File: src/rtl/alu_pkg.sv
// alu_pkg: shared opcode constants and FSM state type for the ALU arbiter.
//   ALU_ADD..ALU_XOR : legal ALU opcodes; anything above ALU_OP_MAX is illegal.
//   alu_arb_state_t  : IDLE (arbitrate), EXEC (drive ALU), RESP (hold response).
package alu_pkg;
   localparam logic [3:0] ALU_ADD    = 4'd0;
   localparam logic [3:0] ALU_SUB    = 4'd1;
   localparam logic [3:0] ALU_AND    = 4'd2;
   localparam logic [3:0] ALU_OR     = 4'd3;
   localparam logic [3:0] ALU_XOR    = 4'd4;
   localparam logic [3:0] ALU_OP_MAX = 4'd4;

   typedef enum logic [1:0] {IDLE = 2'd0, EXEC = 2'd1, RESP = 2'd2} alu_arb_state_t;
endpackage

File: src/rtl/rr_arbiter.sv
// rr_arbiter: combinational round-robin picker.
//   req   : request vector
//   ptr   : index with highest priority; search proceeds upward with wrap
//   grant : one-hot winner (all-zero when no request)
//   id    : encoded winner index (0 when no request)
module rr_arbiter #(
   parameter int NUM_REQ = 4,
   parameter int ID_W    = $clog2(NUM_REQ)
) (
   input  logic [NUM_REQ-1:0] req,
   input  logic [ID_W-1:0]    ptr,
   output logic [NUM_REQ-1:0] grant,
   output logic [ID_W-1:0]    id
);
   // One extra bit so ptr + offset never overflows before the wrap subtract.
   logic [ID_W:0] idx;
   logic          found;

   always_comb begin
      grant = '0;
      id    = '0;
      found = 1'b0;
      idx   = '0;
      for (int k = 0; k < NUM_REQ; k++) begin
         idx = {1'b0, ptr} + (ID_W+1)'(k);
         if (idx >= (ID_W+1)'(NUM_REQ)) idx = idx - (ID_W+1)'(NUM_REQ);
         if (!found && req[idx[ID_W-1:0]]) begin
            grant[idx[ID_W-1:0]] = 1'b1;
            id    = idx[ID_W-1:0];
            found = 1'b1;
         end
      end
   end
endmodule

File: src/rtl/alu_arbiter.sv
// alu_arbiter: shares one combinational ALU among NUM_REQ requesters using
// round-robin arbitration, sequencing IDLE -> EXEC -> RESP per operation.
//   clk, rst_n                     : clock, asynchronous active-low reset
//   req_valid/req_ready            : per-requester handshake (req_ready one-hot)
//   req_opcode/req_a/req_b         : packed per-requester opcode and operands
//   resp_valid/resp_ready          : response handshake
//   resp_id/resp_data/resp_err     : response payload
//   alu_opcode/alu_exec/alu_a/alu_b: ALU drive; alu_result: ALU output
// Optional macro ALU_ARB_OPCHECK_EN: illegal opcodes bypass EXEC and return
// resp_err = 1 with resp_data = 0; otherwise resp_err is tied to 0.
module alu_arbiter
   import alu_pkg::*;
#(
   parameter int NUM_REQ = 4,
   parameter int WIDTH   = 32,
   parameter int ID_W    = $clog2(NUM_REQ)
) (
   input  logic                     clk,
   input  logic                     rst_n,
   input  logic [NUM_REQ-1:0]       req_valid,
   output logic [NUM_REQ-1:0]       req_ready,
   input  logic [4*NUM_REQ-1:0]     req_opcode,
   input  logic [WIDTH*NUM_REQ-1:0] req_a,
   input  logic [WIDTH*NUM_REQ-1:0] req_b,
   output logic                     resp_valid,
   input  logic                     resp_ready,
   output logic [ID_W-1:0]          resp_id,
   output logic [WIDTH-1:0]         resp_data,
   output logic                     resp_err,
   output logic [3:0]               alu_opcode,
   output logic                     alu_exec,
   output logic [WIDTH-1:0]         alu_a,
   output logic [WIDTH-1:0]         alu_b,
   input  logic [WIDTH-1:0]         alu_result
);
   alu_arb_state_t     state;
   logic [ID_W-1:0]    rr_ptr;
   logic [ID_W-1:0]    id_q;
   logic [3:0]         op_q;
   logic [WIDTH-1:0]   a_q;
   logic [WIDTH-1:0]   b_q;
   logic [WIDTH-1:0]   data_q;
   logic [NUM_REQ-1:0] grant;
   logic [ID_W-1:0]    win_id;
   logic               accept;

   rr_arbiter #(.NUM_REQ(NUM_REQ), .ID_W(ID_W)) u_rr (
      .req   (req_valid),
      .ptr   (rr_ptr),
      .grant (grant),
      .id    (win_id)
   );

   // rst_n gating keeps req_ready low while reset is held, even though the
   // state register already reads IDLE.
   assign req_ready  = (state == IDLE && rst_n) ? grant : '0;
   assign accept     = |(req_valid & req_ready);
   assign alu_exec   = (state == EXEC);
   assign resp_valid = (state == RESP);
   assign alu_opcode = op_q;
   assign alu_a      = a_q;
   assign alu_b      = b_q;
   assign resp_id    = id_q;
   assign resp_data  = data_q;

`ifdef ALU_ARB_OPCHECK_EN
   logic err_q;
   logic illegal;
   assign illegal  = req_opcode[win_id*4 +: 4] > ALU_OP_MAX;
   assign resp_err = err_q;
`else
   assign resp_err = 1'b0;
`endif

   always_ff @(posedge clk or negedge rst_n) begin
      if (!rst_n) begin
         state  <= IDLE;
         rr_ptr <= '0;
         id_q   <= '0;
         op_q   <= '0;
         a_q    <= '0;
         b_q    <= '0;
         data_q <= '0;
`ifdef ALU_ARB_OPCHECK_EN
         err_q  <= 1'b0;
`endif
      end else begin
         case (state)
            IDLE: if (accept) begin
               op_q   <= req_opcode[win_id*4 +: 4];
               a_q    <= req_a[win_id*WIDTH +: WIDTH];
               b_q    <= req_b[win_id*WIDTH +: WIDTH];
               id_q   <= win_id;
               rr_ptr <= (win_id == ID_W'(NUM_REQ-1)) ? '0 : win_id + 1'b1;
`ifdef ALU_ARB_OPCHECK_EN
               err_q  <= illegal;
               data_q <= '0;
               state  <= illegal ? RESP : EXEC;
`else
               state  <= EXEC;
`endif
            end
            EXEC: begin
               data_q <= alu_result;
               state  <= RESP;
            end
            RESP: if (resp_ready) state <= IDLE;
            default: state <= IDLE;
         endcase
      end
   end
endmodule
File: config.mk
export PLATFORM = sky130hd
export DESIGN_NAME = alu_arbiter
export DESIGN_NICKNAME = d
export VERILOG_FILES = /design/src/rtl/alu_pkg.sv /design/src/rtl/rr_arbiter.sv /design/src/rtl/alu_arbiter.sv
export SDC_FILE = /design/constraint.sdc
export NUM_CORES = 1
export LEC_CHECK = 0
export ABC_AREA = 0
export BUFFER_PORTS_ARGS = -buffer_cell sky130_fd_sc_hd__buf_4
export CAP_MARGIN = 20
export CORE_AREA = 2 2 163 165
export CTS_CLUSTER_SIZE = 10
export DETAILED_ROUTE_END_ITERATION = 12
export DIE_AREA = 0 0 165 167
export PLACE_DENSITY = 0.52
export SYNTH_ARGS = -nofsm -noshare
export SYNTH_HDL_FRONTEND = slang
export SYNTH_SLANG_ARGS = --single-unit
File: constraint.sdc
create_clock -name clk -period 3.5 [get_ports clk]
set_clock_uncertainty 0.1 [all_clocks]
set_input_delay 0.7 -clock clk [delete_from_list [all_inputs] [get_ports clk]]
set_output_delay 0.7 -clock clk [all_outputs]
set_load 0.01 [all_outputs]
==> metrics.csv <==
metric,value,unit
power_density,925.1,nW/um2
cp.required,2.70,ns
timing.final.ws_setup,0.1812,ns
synth_area,6711,um2
cp_max_fo,19,
fin_crit,3.319,ns
setup.worst_path.start_class,register,
placed_cell_area,10290,um2
clk-insertion-delay-late,0.36,ns
slew_viol_final,0,
hpwl,19.18,mm
grt.total_usage,17.04,%
post_drt_wl_per_cell,17.55,um
grt_pass1_vias,6375,
clock_path_buffers,2,
die_w,165,um
hold_viol,0,
start_util,26.05,%
clock-sinks,106,
overflow,0,
grt_max_degree,85,
p_leak,5.490,nW
dieArea,27560,um2
core,25760,um2
synthCells,624,
fin_area,10620,um2
finalCritPeriodShare,94.82,%
max_clock_freq,301.3,MHz
root_buffer,clkbuf_16,
dr.pass1.iters,4,
drive_gt1_share,55.24,%
fin_util,41.23,%
die-height,167,um
antenna_found_initial,0,
antenna_cells,0,
area_growth,58.26,%
routed_wl,23.95,mm
synth_nets,943,
gp_congestion,0.7888,
port_buffers,418,
synth-seq-cells,106,
netlist.area_leader.share,39.52,%
rsz0062_at_grt,false,
finalSetupViolCount,0,
rrSetupSlack,0.47,ns
grt_pass1_wl,35.65,mm
io_pins,420,
synth.distinct_cells,35,
ys_seq_area_share,39.52,%
yosysWarnings,0,
layout_commonest_cell,buf_4,
cp-end-kind,primary output,
critPathKind,register to primary output,
critical_path_arrival,2.52,ns
drt_iter0_drc,192,
fin_tns_setup,0,ns
maxCapViolations,0,
vias,6089,
post_drt_via_cell_ratio,4.461,
clk_pin_slew,0.08,ns
avgSynthCellArea,10.76,um2
status,"finished, final reports clean",
relSlewSlack,44.79,%
postRouteAntennaNets,0,
mostFrequentLayoutCells,"buf_4 (433), mux2i_1 (139), dfrtp_1 (106), mux2_2 (102), nand2_1 (80)",
cts_tree,done,
cts_buffers,9,
pre_cts_ws,0.2982,ns
nets,1344,
hp-class,input pin to async pin,
yosys.area.top_type,dfrtp_1,
vdd_drop_max,408.3,uV
hold_slack,0.1150,ns
fillers,2605,
synth_area_leaders,"dfrtp_1 (40%), mux2i_1 (21%), mux2_2 (17%)",
tightest_slew,0.8261,ns
post-route-drc-count,0,
rows,59,
htreeDepth,3,
==> cell type report <==
cell class                 instances  area (um2)  area share (%)
clock inverter                     6       78.83          0.7421
timing repair buffer             441        3411           32.11
sequential                       106        2653           24.97
clock buffer                      10       239.0           2.250
inverter                          10       37.54          0.3534
tap                              335       419.2           3.946
multi-input combinational        457        3784           35.62
==> sequential cells by signal, indices dropped and copies added, names as in the netlist <==
signal and count:
rr_ptr 2, state 2, alu_b 32, resp_data 32
alu_a 32, resp_id 2, alu_opcode 4
==> per-layer routing <==
| layer | vias up | track usage [%] | wire length, um |
|---|---|---|---|
| met3 | 27 | 5.131 | 2187 |
| met5 | - | 0 | 0 |
| met4 | 0 | 5.255 | 509 |
| li1 | 3023 | - | - |
| met2 | 276 | 30.31 | 12170 |
| met1 | 2763 | 19.38 | 9090 |
==> cells by family (layout without fill, tap and decap cells) <==
| kind of cell | after synthesis | after routing | synth area share (%) |
|---|---|---|---|
| adders and majority gates | 8 | 8 | 1.491 |
| and+or+nand+nor | 99 | 99 | 6.208 |
| muxes | 246 | 246 | 39.30 |
| other | 1 | 1 | 0.05587 |
| DFF | 106 | 106 | 39.52 |
| AOI/OAI and AO/OA | 103 | 103 | 8.445 |
| buffers and inverters | 61 | 467 | 4.978 |
==> report_power, final <==
part	switching [mW]	internal, mW	total (mW)
combinational	3.06	3.45	6.51
sequential	0.354	1.85	2.20
clock	0.521	0.594	1.12
==> critical path, cell delays in order, from the launching register on <==
cell and delay, ns:
dfrtp_1 0.35, buf_4 0.25, mux4_2 0.61, or3b_1 0.37
a2bb2oi_1 0.24, a21oi_1 0.08, nor2_1 0.11, buf_4 0.14
==> cells in the mapped netlist <==
master / instances
mux2i_1: 139
buf_2: 18
inv_1: 10
mux2_2: 102
o31ai_1: 2
nor2_1: 6
and3b_1: 2
buf_6: 10
o211ai_1: 1
clkbuf_1: 20
a21o_1: 1
nor3b_1: 3
o21ai_0: 6
mux4_2: 3
a21boi_1: 1
o221ai_1: 1
mux2_4: 2
a21oi_1: 11
o22ai_1: 1
a22oi_1: 8
conb_1: 1
buf_4: 2
nor2b_1: 2
a31o_1: 1
nand2_1: 80
a2bb2oi_1: 1
or3b_1: 3
o21ai_1: 67
o2bb2ai_1: 1
nand3_1: 1
o21a_1: 1
ha_1: 8
buf_1: 1
dfrtp_1: 106
nor3_1: 2
==> worst paths after layout <==
path,start,to,cells past startpoint
setup / recovery,rr_ptr[0],req_ready[0],7
hold / removal,rst_n,alu_opcode[1],1
setup reg to reg,rr_ptr[1],alu_b[20],10
hold reg to reg,alu_b[19],alu_b[19],2
max in group asynchronous,rst_n,resp_data[28],3
min in group clk,alu_b[19],alu_b[19],2
==> metrics by stage <==
step / std cells / total power, mW
after CTS: 1365 / 10.03
after detailed placement: 1349 / 8.870
after floorplan: 624 / 6.390
after global routing: 1365 / 10.62
after global placement: 1349 / 8.838
final: 1365 / 9.826
==> what timing repair did <==
item                                    CTS  global route
buffers inserted                          0             0
endpoints found under the setup margin    0             3
hold buffers                              0             0
resized for setup                         0             2
(Power assumes the default switching activity.)
